==> src/rtl/cnn_kernel_load_sequencer.sv <==
// Streams CNN kernel stages K0..K5 and FC weights W from weight memory into the shift-chain storage.
// Define CNN_LDR_DONE_CHECK_EN to check each stage's load_done flag and report it on err/err_stage.
module cnn_kernel_load_sequencer #(
    parameter int DATA_W    = 32,
    parameter int ADDR_W    = 16,
    parameter int BASE_ADDR = 0,
    parameter int LEN_K0    = 90,
    parameter int LEN_K1    = 900,
    parameter int LEN_K2    = 900,
    parameter int LEN_K3    = 900,
    parameter int LEN_K4    = 900,
    parameter int LEN_K5    = 900,
    parameter int LEN_W     = 10
) (
    input  logic              clk,
    input  logic              rst_n,
    input  logic              start,
    input  logic              abort,
    input  logic [6:0]        stage_en,
    output logic              mem_rd_en,
    output logic [ADDR_W-1:0] mem_addr,
    input  logic [DATA_W-1:0] mem_rdata,
    output logic [DATA_W-1:0] ker_data,
    output logic [5:0]        load_k,
    output logic              load_w,
    input  logic [6:0]        load_done,
    output logic              busy,
    output logic              done,
    output logic              aborted,
    output logic              err,
    output logic [2:0]        err_stage
);
    // state  | meaning
    // IDLE   | waiting for start
    // READ   | one memory read per cycle for the active stage
    // GAP    | no read; carries the stage's last load strobe
    // FIN    | done pulse, back to IDLE
    typedef enum logic [1:0] {S_IDLE, S_READ, S_GAP, S_FIN} state_t;

    localparam logic [2:0] NONE = 3'd7;

    function automatic int stage_len(input logic [2:0] s);
        case (s)
            3'd0:    return LEN_K0;
            3'd1:    return LEN_K1;
            3'd2:    return LEN_K2;
            3'd3:    return LEN_K3;
            3'd4:    return LEN_K4;
            3'd5:    return LEN_K5;
            3'd6:    return LEN_W;
            default: return 0;
        endcase
    endfunction

    function automatic int max_len();
        int m;
        m = 1;
        for (int i = 0; i < 7; i++)
            if (stage_len(3'(i)) > m) m = stage_len(3'(i));
        return m;
    endfunction

    localparam int MAX_LEN = max_len();
    localparam int CNT_W   = (MAX_LEN > 1) ? $clog2(MAX_LEN) : 1;

    // Disabled stages still occupy their address range.
    function automatic logic [ADDR_W-1:0] stage_base(input logic [2:0] s);
        int acc;
        acc = BASE_ADDR;
        for (int i = 0; i < 7; i++)
            if (i < int'(s)) acc += stage_len(3'(i));
        return ADDR_W'(acc);
    endfunction

    function automatic logic [2:0] find_stage(input logic [6:0] en, input int from);
        logic [2:0] r;
        r = NONE;
        for (int i = 6; i >= 0; i--)
            if (en[i] && i >= from) r = 3'(i);
        return r;
    endfunction

    state_t           state, state_nxt;
    logic [2:0]       stage_idx, stage_nxt, sel;
    logic [CNT_W-1:0] cnt, cnt_nxt;
    logic [6:0]       en_q, en_nxt;
    logic             rd_valid;
    logic [2:0]       rd_stage;
    logic             aborted_q;

    always_comb begin
        state_nxt = state;
        stage_nxt = stage_idx;
        cnt_nxt   = cnt;
        en_nxt    = en_q;
        mem_rd_en = 1'b0;
        sel       = NONE;
        case (state)
            S_IDLE: begin
                if (start) begin
                    en_nxt  = stage_en;
                    sel     = find_stage(stage_en, 0);
                    cnt_nxt = '0;
                    if (sel == NONE) begin
                        state_nxt = S_FIN;
                        stage_nxt = '0;
                    end else begin
                        state_nxt = S_READ;
                        stage_nxt = sel;
                    end
                end
            end
            S_READ: begin
                mem_rd_en = 1'b1;
                if (abort) begin
                    state_nxt = S_IDLE;
                    stage_nxt = '0;
                    cnt_nxt   = '0;
                end else if (cnt == CNT_W'(stage_len(stage_idx) - 1)) begin
                    state_nxt = S_GAP;
                end else begin
                    cnt_nxt = cnt + 1'b1;
                end
            end
            S_GAP: begin
                cnt_nxt = '0;
                if (abort) begin
                    state_nxt = S_IDLE;
                    stage_nxt = '0;
                end else begin
                    sel = find_stage(en_q, int'(stage_idx) + 1);
                    if (sel == NONE) begin
                        state_nxt = S_FIN;
                        stage_nxt = '0;
                    end else begin
                        state_nxt = S_READ;
                        stage_nxt = sel;
                    end
                end
            end
            S_FIN: begin
                state_nxt = S_IDLE;
            end
            default: begin
                state_nxt = S_IDLE;
                stage_nxt = '0;
                cnt_nxt   = '0;
            end
        endcase
    end

    always_ff @(posedge clk or negedge rst_n) begin
        if (!rst_n) begin
            state     <= S_IDLE;
            stage_idx <= '0;
            cnt       <= '0;
            en_q      <= '0;
        end else begin
            state     <= state_nxt;
            stage_idx <= stage_nxt;
            cnt       <= cnt_nxt;
            en_q      <= en_nxt;
        end
    end

    // An aborted read's data never produces a strobe.
    always_ff @(posedge clk or negedge rst_n) begin
        if (!rst_n) begin
            rd_valid  <= 1'b0;
            rd_stage  <= '0;
            aborted_q <= 1'b0;
        end else begin
            rd_valid  <= mem_rd_en && !abort;
            rd_stage  <= stage_idx;
            aborted_q <= abort && (state != S_IDLE);
        end
    end

    always_comb begin
        load_k = '0;
        load_w = 1'b0;
        if (rd_valid) begin
            if (rd_stage == 3'd6) load_w = 1'b1;
            else                  load_k = 6'b1 << rd_stage;
        end
    end

    assign mem_addr = stage_base(stage_idx) + ADDR_W'(cnt);
    assign ker_data = mem_rdata;
    assign busy     = (state == S_READ) || (state == S_GAP);
    assign done     = (state == S_FIN) && !abort;
    assign aborted  = aborted_q;

`ifdef CNN_LDR_DONE_CHECK_EN
    logic       chk_pending;
    logic [2:0] chk_stage;
    logic       err_q;
    logic [2:0] err_stage_q;

    always_ff @(posedge clk or negedge rst_n) begin
        if (!rst_n) begin
            chk_pending <= 1'b0;
            chk_stage   <= '0;
            err_q       <= 1'b0;
            err_stage_q <= '0;
        end else begin
            chk_pending <= (state == S_GAP) && !abort;
            chk_stage   <= stage_idx;
            if (state == S_IDLE && start) begin
                err_q       <= 1'b0;
                err_stage_q <= '0;
            end else if (chk_pending && !load_done[chk_stage]) begin
                err_q <= 1'b1;
                if (!err_q) err_stage_q <= chk_stage;
            end
        end
    end

    assign err       = err_q;
    assign err_stage = err_stage_q;
`else
    logic unused_load_done;
    assign unused_load_done = ^load_done;
    assign err              = 1'b0;
    assign err_stage        = 3'd0;
`endif

endmodule

==> config.mk <==
export PLATFORM = sky130hd
export DESIGN_NAME = cnn_kernel_load_sequencer
export DESIGN_NICKNAME = d
export VERILOG_FILES = /design/src/rtl/cnn_kernel_load_sequencer.sv
export SDC_FILE = /design/constraint.sdc
export NUM_CORES = 1
export LEC_CHECK = 0
export BUFFER_PORTS_ARGS = -buffer_cell sky130_fd_sc_hd__buf_4
export CORE_UTILIZATION = 40
export CTS_BUF_LIST = sky130_fd_sc_hd__clkbuf_4
export DETAILED_ROUTE_END_ITERATION = 6
export PLACE_DENSITY = 0.7
export SLEW_MARGIN = 30
export SYNTH_ARGS = -nofsm -noshare
export SYNTH_HDL_FRONTEND = slang
export SYNTH_SLANG_ARGS = --single-unit
==> constraint.sdc <==
create_clock -name clk -period 5.4 [get_ports clk]
set_clock_uncertainty 0.15 [all_clocks]
set_input_delay 0.81 -clock clk [delete_from_list [all_inputs] [get_ports clk]]
set_output_delay 0.81 -clock clk [all_outputs]
set_load 0.02 [all_outputs]
### Yosys cells after proc, flatten, opt, wreduce, memory -nomap -nowiden

Cells that the tools add are included.

| storage, ports and cells | value |
|---|---|
| register bits after elaboration | 27 |
| input port bits | 50 |
| output and inout bits | 63 |
| logic and storage cells | 126 |

| operators by class | value |
|---|---|
| add/subtract/negate cells | 10 |
| $lt $le $gt $ge | 14 |
| eq/ne operators | 17 |
| shift operators | 1 |
| mux-type cells | 56 |
| reduce and logical (&&, ||, !) cells | 21 |

Operators by type and width:

| kind | count |
|---|---|
| 16-bit two-way mux | 12 |
| 16-bit adder | 5 |
| 3-bit two-way mux | 21 |
| 10-bit case mux with 3 select lines | 2 |
| 10-bit two-way mux | 5 |
| 3-bit == test, second input constant | 6 |
| 16-bit by 10-bit adder with 16-bit output | 1 |
| 8-bit by 16-bit adder with 16-bit output | 1 |
| 3-bit by 4-bit greater-or-equal comparator with 1-bit output, first input constant | 3 |
| 2-bit two-way mux | 6 |
| 6-bit two-way mux | 2 |
| 10-bit by 1-bit adder with 10-bit output, second input constant | 1 |
| 10-bit == test | 1 |
| 1-bit logical AND | 10 |
| 10-bit by 2-bit subtractor with 10-bit output, second input constant | 1 |
| 3-bit < comparator, first input constant | 3 |
| 3-bit case mux with 3 select lines | 1 |
| 1-bit by 4-bit greater-or-equal comparator with 1-bit output, first input constant | 2 |
| 2-bit by 4-bit greater-or-equal comparator with 1-bit output, first input constant | 2 |
| 2-bit case mux with 4 select lines | 1 |
| 7-bit two-way mux | 1 |
| 3-bit by 2-bit == test with 1-bit output, second input constant | 2 |
| 1-bit by 3-bit < comparator with 1-bit output, first input constant | 2 |
| 2-bit by 3-bit < comparator with 1-bit output, first input constant | 2 |
| other kinds (17) | 26 |

### Logic depth before layout (Yosys ltp)

Gate-level depths: netlist (run 1).

| depth | value |
|---|---|
| depth in word-level cells | 16 |
| depth in mapped cells | 23 |
| mapped depth without buffers | 22 |

### Worst setup path before layout (run 1)

Ideal clock, no wire load.

| timing path | value |
|---|---|
| kind | flip-flop to output port |
| from | reg stage_idx[1] |
| to | out mem_addr[11] |
| arrival | 4.550 ns |
| data required time | 4.440 ns |
| path slack | -0.110 ns |
| stages on the path, launching flop included | 22 |
| buffers on the path | 2 |
| path through | dfrtp_1 > buf_6 > clkbuf_1 > nand2_1 > a21oi_1 > ha_1 > nor2b_1 > nor3_1 > ha_1 > nand3_1 > o41ai_1 > o21ai_0 > and2_1 > a21oi_1 > o2bb2ai_1 > a221oi_1 > ha_1 > or3_1 > o21ba_2 > o31ai_1 > and4b_1 > a311oi_1 |

| between the ends | value |
|---|---|
| word-level cells in the longest chain between the ends | 15 |
| elaborated cells between the ends (all ways) | 21 |
| those cells by class | add/sub (7); order compare (7); mux (7) |

RTL lines:

| item | line | source |
|---|---|---|
| from (decl) | 84 | `logic [2:0] stage_idx, stage_nxt, sel;` |
| from (signal assigned) | 160 | `stage_idx <= stage_nxt;` |
| 1-bit by 3-bit < comparator with 1-bit output | 71 | `if (i < int'(s)) acc += stage_len(3'(i));` |
| 7-bit two-way mux | 71 |  |
| 8-bit by 16-bit adder with 16-bit output | 71 |  |
| 16-bit two-way mux | 71 |  |
| 16-bit adder | 71 |  |
| 16-bit two-way mux | 71 |  |
| 16-bit adder | 71 |  |
| 16-bit two-way mux | 71 |  |
| 16-bit adder | 71 |  |
| 16-bit two-way mux | 71 |  |
| 16-bit adder | 71 |  |
| 16-bit two-way mux | 71 |  |
| 16-bit adder | 71 |  |
| 16-bit two-way mux (*) | 71 |  |
| 16-bit by 10-bit adder with 16-bit output (*) | 188 | `assign mem_addr = stage_base(stage_idx) + ADDR_W'(cnt);` |
| to (decl) | 21 | `output logic [ADDR_W-1:0] mem_addr,` |

Mark *: on every way between the ends. The rest lies on a longest branch, timed or not.

### Worst setup path in the final report (run 1)

Same ends and word-level chain as after synthesis.

==> results.sh, run 1 <==
export IMPL_status="complete, no violations"
export IMPL_use_met2=0.274
export IMPL_antenna_cells=0
export IMPL_p_leak_nw=1.60
export IMPL_timing_critical_path_from_type="flip-flop"
export IMPL_cts_root_buffer="clkbuf_4"
export IMPL_hold_viol=0
export IMPL_viasPerCell=5.50
export IMPL_post_route_drc_count=0
export IMPL_postRouteAntennaNets=0
export IMPL_timing_fmax_mhz=191
export IMPL_clk_path_buf_depth=2
export IMPL_syn_inst=389
export IMPL_final_common_cell="buf_4"
export IMPL_wl_per_cell_um=13.8
export IMPL_ys_seq_area_frac=0.216
export IMPL_cp_cell_sequence="nor2_4 > inv_2 > a21oi_2 > ha_1 > nor2b_2 > nor3_2 > ha_1 > nand3_2 > o41ai_2 > o21ai_1 > nor2_1 > buf_4 > o21ai_2 > nand2_1 > nand2_2 > ha_4 > or3_4 > o21ba_4 > o31ai_4 > a21oi_1 > a31oi_1 > a311oi_2 > buf_4"
export IMPL_synth_area_sq_um=3130
export IMPL_cts_sinks=27
export IMPL_min_period_over_period=0.971
export IMPL_critical_path_slowest_cell="dfrtp_2"
export IMPL_antenna_found_initial=0
export IMPL_final_cell_mix="buf_4 (57), nand2_1 (34), nor2_1 (31)"
export IMPL_dp_hpwl_mm=5.08
export IMPL_pre_cts_slack_ps=35.6
export IMPL_worstPathRequired_ps=4440
export IMPL_finalPower_mw=1.88
export IMPL_synth_flop_cell="dfrtp_1"
export IMPL_fin_area_sq_um=3480
export IMPL_vias=2754
export IMPL_drtIter0Drc=102
export IMPL_rsz0062_at_grt="yes"
export IMPL_rr_worst_depth=13
export IMPL_start_util=0.423
export IMPL_endpoint_kind="primary output"
export IMPL_drt_pass1_iter_count=5
export IMPL_core_area_sq_um=7410
export IMPL_met3_usage=0.0244
export IMPL_placed_area_sq_um=3240
export IMPL_die_area_sq_um=8190
export IMPL_synth_avg_cell_area_sq_um=8.06
export IMPL_grt_pass1_vias=2492
export IMPL_path_max_fanout=4
export IMPL_period_minus_slack_ps=5240
export IMPL_synth_edf_count=0
export IMPL_setup_viol=0
export IMPL_top_usage_layer="met2"
export IMPL_insertion_delay_ps=330
export IMPL_grt_usage=0.162
export IMPL_maxSlewHeadroom=0.523
export IMPL_hp_class="in2async"
export IMPL_power_per_cell_area_nw_per_um2=540
export IMPL_vdd_drop_max_mv=0.345
export IMPL_arrival_ps=4280
export IMPL_grt_pass1_wl_mm=11.2
export IMPL_ys_ff_latch=27
export IMPL_drive_above_1_share=0.254
export IMPL_cts_buffers=3
export IMPL_globalRouteMet1Util=0.212
export IMPL_gp_congestion=0.874
export IMPL_ys_warn_count=0
export IMPL_slowest_delay_ps=490
export IMPL_postRouteWirelength_mm=6.94
export IMPL_cpLargestDelayFamily="compound AO/OA/AOI/OAI gates"
export IMPL_ys_types=66
export IMPL_grt_start_max_net_pins=28
export IMPL_fin_nets=484
export IMPL_h_tree_depth=1
export IMPL_boundaryPins=113
export IMPL_rows=31
export IMPL_worst_path_stages=23
export IMPL_cts_clk_slew_worst_paths_ps=160
export IMPL_die_h_um=90.5
export IMPL_drv_cap=0
export IMPL_criticalPathCategory="reg2out"
export IMPL_drv_slew=0
export IMPL_syn_to_final_growth_pct=10.9
export IMPL_worst_pin_slew_ps=713
export IMPL_ys_async_sr_fraction=1.00
export IMPL_setup_ws_ps=159
export IMPL_tritoncts="built"
export IMPL_overflow=0
export IMPL_worst_path_buf_inv=3
export IMPL_die_width_um=90.5
export IMPL_portBuffers=35
-- Yosys cell counts, types with 4 or more instances --
| master | instances | area [sq um] |
|---|---|---|
| a21oi_1 | 27 | 135 |
| a22oi_1 | 7 | 52.6 |
| a31oi_1 | 5 | 31.3 |
| buf_2 | 4 | 20.0 |
| buf_4 | 40 | 300 |
| dfrtp_1 | 27 | 676 |
| ha_1 | 30 | 375 |
| inv_1 | 17 | 63.8 |
| mux2_2 | 7 | 78.8 |
| nand2_1 | 36 | 135 |
| nand2b_1 | 9 | 56.3 |
| nand3_1 | 9 | 45.0 |
| nand4_1 | 4 | 25.0 |
| nor2_1 | 32 | 120 |
| nor2b_1 | 8 | 50.1 |
| nor3_1 | 10 | 50.1 |
| o21ai_0 | 21 | 105 |
| xnor2_1 | 9 | 78.8 |
| xor2_1 | 9 | 78.8 |
-- report_power, final --
part | total (mW) | leakage (nW) | switching [mW] | internal (mW)
sequential | 0.326 | 0.348 | 0.0613 | 0.264
clock | 0.0923 | 0.0139 | 0.0640 | 0.0283
combinational | 1.46 | 1.23 | 0.831 | 0.630
-- state kept, by name, indices dropped and copies added (netlist names) --
name and cells:
cnt 10, en_q 7, state 2, rd_stage 3, stage_idx 3, rd_valid 1
aborted 1
-- worst register-to-register path: stages, from the launching register on --
cell and delay (ps):
dfrtp_2 490, buf_4 180, inv_1 150, ha_1 320, mux2i_4 130, ha_1 290
ha_1 310, xor2_1 150, nand4_1 100, a21oi_1 130, nand4_1 120, nor2_1 580
o21ai_0 220, a22oi_1 250
-- metrics by stage --
stage	cells	utilization	hold WS, ps	TNS [ps]
4_1_cts	489	0.446	218	0
3_3_place_gp	484	0.437	337	0
6_report	501	0.469	204	0
2_1_floorplan	394	-	224	0
5_1_grt	501	0.469	210	-175
3_5_place_dp	484	0.437	342	0
-- worst paths after layout --
kind,startpoint,to,slack (ps)
min in group clk,en_q[6],en_q[6],380
max in group asynchronous,rst_n,stage_idx[1],4610
max reg2reg,stage_idx[1],state[0],1790
min,rst_n,cnt[6],200
max,stage_idx[1],mem_addr[11],160
min reg2reg,en_q[6],en_q[6],380
-- metal layers --
| layer | part of all wire | wire (um) | vias to the layer above |
|---|---|---|---|
| met3 | 0.060 | 414 | 10 |
| li1 | - | - | 1364 |
| met5 | 0 | 0 | - |
| met2 | 0.47 | 3270 | 84 |
| met1 | 0.46 | 3170 | 1296 |
| met4 | 0.011 | 76 | 0 |
-- logic make-up (layout without fill, tap and decap cells) --
logic type | Yosys count | count (layout) | share of synthesized area
compound gates | 98 | 98 | 0.205
xor+xnor | 19 | 19 | 0.0575
fa+ha+maj | 31 | 31 | 0.126
buf+inv | 70 | 78 | 0.141
flops | 27 | 27 | 0.216
mux | 8 | 8 | 0.0323
other cells | 1 | 6 | 0.00120
simple gates | 135 | 135 | 0.222
-- timing repair --
item | CTS | global route
gates resized for setup | 7 | 23
endpoints found under the setup margin | 3 | 7
setup buffers | 1 | 12
pin swaps | 1 | 19
hold buffers | 0 | 0
-- area by class of cell --
| cell class | instances | area, sq um |
|---|---|---|
| sequential | 27 | 677 |
| inverter | 17 | 63.8 |
| timing repair buffer | 57 | 428 |
| clock buffer | 3 | 22.5 |
| clock inverter | 1 | 7.51 |
| tap | 99 | 124 |
| fill | 702 | 3930 |
| multi-input combinational | 297 | 2150 |
Power figures use the tool's default switching activity.
==> inputs of run 2 (changes only) <==
ABC_AREA = 1   (was not set)
ABC_CLOCK_PERIOD_IN_PS = 5400   (was not set)
CORE_UTILIZATION = 52   (was 40)
PLACE_DENSITY = 0.86   (was 0.7)
==> run 2 against run 1 <==
Compared with the run above:
- hold slack improved by 5.6 ps
- core utilization increased by 11 points
- non-clock buffer count shrank 11
- critical path type unchanged
- critical endpoint is now mem_addr[12]
- largest power group unchanged
- highest routed layer unchanged
==> results.sh, run 2 <==
export IMPL_status="complete, no violations"
export IMPL_tritoncts="built"
export IMPL_drtIter0Drc=160
export IMPL_timing_critical_path_from_type="flip-flop"
export IMPL_cpMostUsedCell="nand2_1"
export IMPL_worstPathRequired_ps=4440
export IMPL_timing_fmax_mhz=195
export IMPL_final_cell_mix="nand2_1 (97), inv_1 (51), nor2_1 (48)"
export IMPL_dp_hpwl_mm=4.97
export IMPL_period_minus_slack_ps=5130
export IMPL_postRouteWirelength_mm=6.51
export IMPL_min_period_over_period=0.950
export IMPL_fin_setup_tns_ps=0
export IMPL_critical_path_slowest_cell="dfrtp_2"
export IMPL_fin_area_sq_um=3270
export IMPL_ys_top_cells_by_area="dfrtp_1 (22%), ha_1 (12%), nand2_1 (12%)"
export IMPL_hp_class="in2async"
export IMPL_post_synth_top_area_cell="dfrtp_1"
export IMPL_insertion_delay_ps=330
export IMPL_clk_path_buf_depth=2
export IMPL_power_per_cell_area_nw_per_um2=581
export IMPL_fin_nets=538
export IMPL_ys_types=39
export IMPL_placed_area_sq_um=3130
export IMPL_antenna_found_initial=0
export IMPL_wl_per_cell_um=12.3
export IMPL_synth_area_sq_um=3090
export IMPL_p_int_mw=0.858
export IMPL_cts_buffers=3
export IMPL_largest_register="cnt"
export IMPL_die_width_um=79.0
export IMPL_synth_flop_cell="dfrtp_1"
export IMPL_yosys_cell_count_top_type="nand2_1"
export IMPL_drt_pass1_iter_count=4
export IMPL_drv_slew=0
export IMPL_final_util=0.583
export IMPL_path_max_fanout=6
export IMPL_start_util=0.550
export IMPL_place_inst=514
export IMPL_worst_hold_slack_ps=209
export IMPL_final_common_cell="nand2_1"
export IMPL_syn_inst=446
export IMPL_ys_warn_count=0
export IMPL_ys_seq_area_frac=0.219
export IMPL_synth_edf_count=0
export IMPL_yosys_top_cells_count="nand2_1 (98), inv_1 (51), nor2_1 (50)"
export IMPL_hold_viol=0
export IMPL_die_area_sq_um=6250
export IMPL_p_leak_nw=1.70
export IMPL_antenna_cells=0
export IMPL_boundaryPins=113
export IMPL_grt_start_max_net_pins=28
export IMPL_overflow=0
export IMPL_pre_cts_slack_ps=392
export IMPL_viasPerCell=5.21
export IMPL_largest_reg_flops=10
export IMPL_vdd_drop_max_mv=0.373
export IMPL_setup_ws_ps=268
export IMPL_cts_clk_slew_worst_paths_ps=150
export IMPL_setup_viol=0
export IMPL_power_frac_clock=0.048
export IMPL_worst_pin_slew_ps=674
export IMPL_fin_cells=528
export IMPL_maxSlewHeadroom=0.546
export IMPL_rows=27
export IMPL_endpoint_kind="primary output"
export IMPL_gp_congestion=0.942
export IMPL_ys_async_sr_fraction=1.00
export IMPL_cts_root_buffer="clkbuf_4"
export IMPL_post_route_drc_count=0
export IMPL_swShare=0.548
export IMPL_criticalPathCategory="reg2out"
export IMPL_core_area_sq_um=5610
export IMPL_cts_sinks=27
export IMPL_h_tree_depth=1
export IMPL_p_sw_mw=1.04
export IMPL_grt_usage=0.210
export IMPL_arrival_ps=4170
export IMPL_rr_worst_depth=18
export IMPL_yosys_area_top_type_share=0.219
export IMPL_portBuffers=35
export IMPL_synth_avg_cell_area_sq_um=6.92
export IMPL_postRouteAntennaNets=0
export IMPL_drive_above_1_share=0.195
export IMPL_syn_to_final_growth_pct=5.92
export IMPL_finalPower_mw=1.90
export IMPL_ys_ff_latch=27
export IMPL_grt_pass1_wl_mm=10.7
export IMPL_vias=2750
export IMPL_drv_cap=0
export IMPL_reg_largest_list="cnt x10, en_q x7"
export IMPL_seqPwrFrac=0.177
export IMPL_slowest_delay_ps=500
export IMPL_grt_pass1_vias=2488
export IMPL_p_comb_frac=0.775
export IMPL_die_h_um=79.0
-- run 2: cell families (layout without fill, tap and decap cells) --
kind of cell	count (synthesis)	count (layout)	synth area share
AND/OR/NAND/NOR	205	205	0.291
flip-flops	27	27	0.219
adder cells (fa/ha/maj)	31	31	0.128
AO/OA/AOI/OAI	63	63	0.130
other	1	6	0.00121
buffers and inverters	101	106	0.179
XOR/XNOR	18	18	0.0511
-- run 2: power groups by stage --
stage,clock (mW),combinational [mW],sequential (mW)
after global routing,0.103,1.64,0.345
after CTS,0.0935,1.38,0.344
after global placement,0,1.32,0.344
final,0.0906,1.47,0.337
after floorplan,0,1.11,0.319
after detailed placement,0,1.37,0.347
-- run 2: timing repair --
item / in CTS / in global routing
hold buffers: 0 / 0
pin swaps: 0 / 3
setup buffers: 0 / 10
endpoints found under the hold margin: 0 / 0
resized for setup: 1 / 12
endpoints found under the setup margin: 1 / 5
-- run 2: final timing paths --
kind                               from           end  slack, ps
setup / recovery           stage_idx[2]  mem_addr[12]        270
hold / removal                    rst_n       aborted        210
setup reg to reg           stage_idx[0]        cnt[1]       1980
hold reg to reg                 en_q[2]       en_q[2]        360
max in group asynchronous         rst_n  stage_idx[2]       4620
min in group clk                en_q[2]       en_q[2]        360
-- run 2: per-layer routing --
layer / wire length (um) / track usage
met5: 0 / 0
met4: 72 / 0.0564
met2: 3380 / 0.393
met3: 284 / 0.0276
met1: 2770 / 0.249
-- run 2: worst max-delay path: cells and delay by family (launching register included) --
family	cells	cell delay, ps
buf+inv	4	380
flops	1	500
fa+ha+maj	3	830
simple gates	12	1230
compound gates	6	900
-- run 2: layout make-up --
class / count / area (sq um)
inverters: 56 / 218
clock buffers: 3 / 22.5
repair buffers: 46 / 345
multi-input cells: 323 / 1910
well taps: 72 / 90.1
fillers: 542 / 2340
flip-flops and latches: 27 / 679
clock inverters: 1 / 5.00
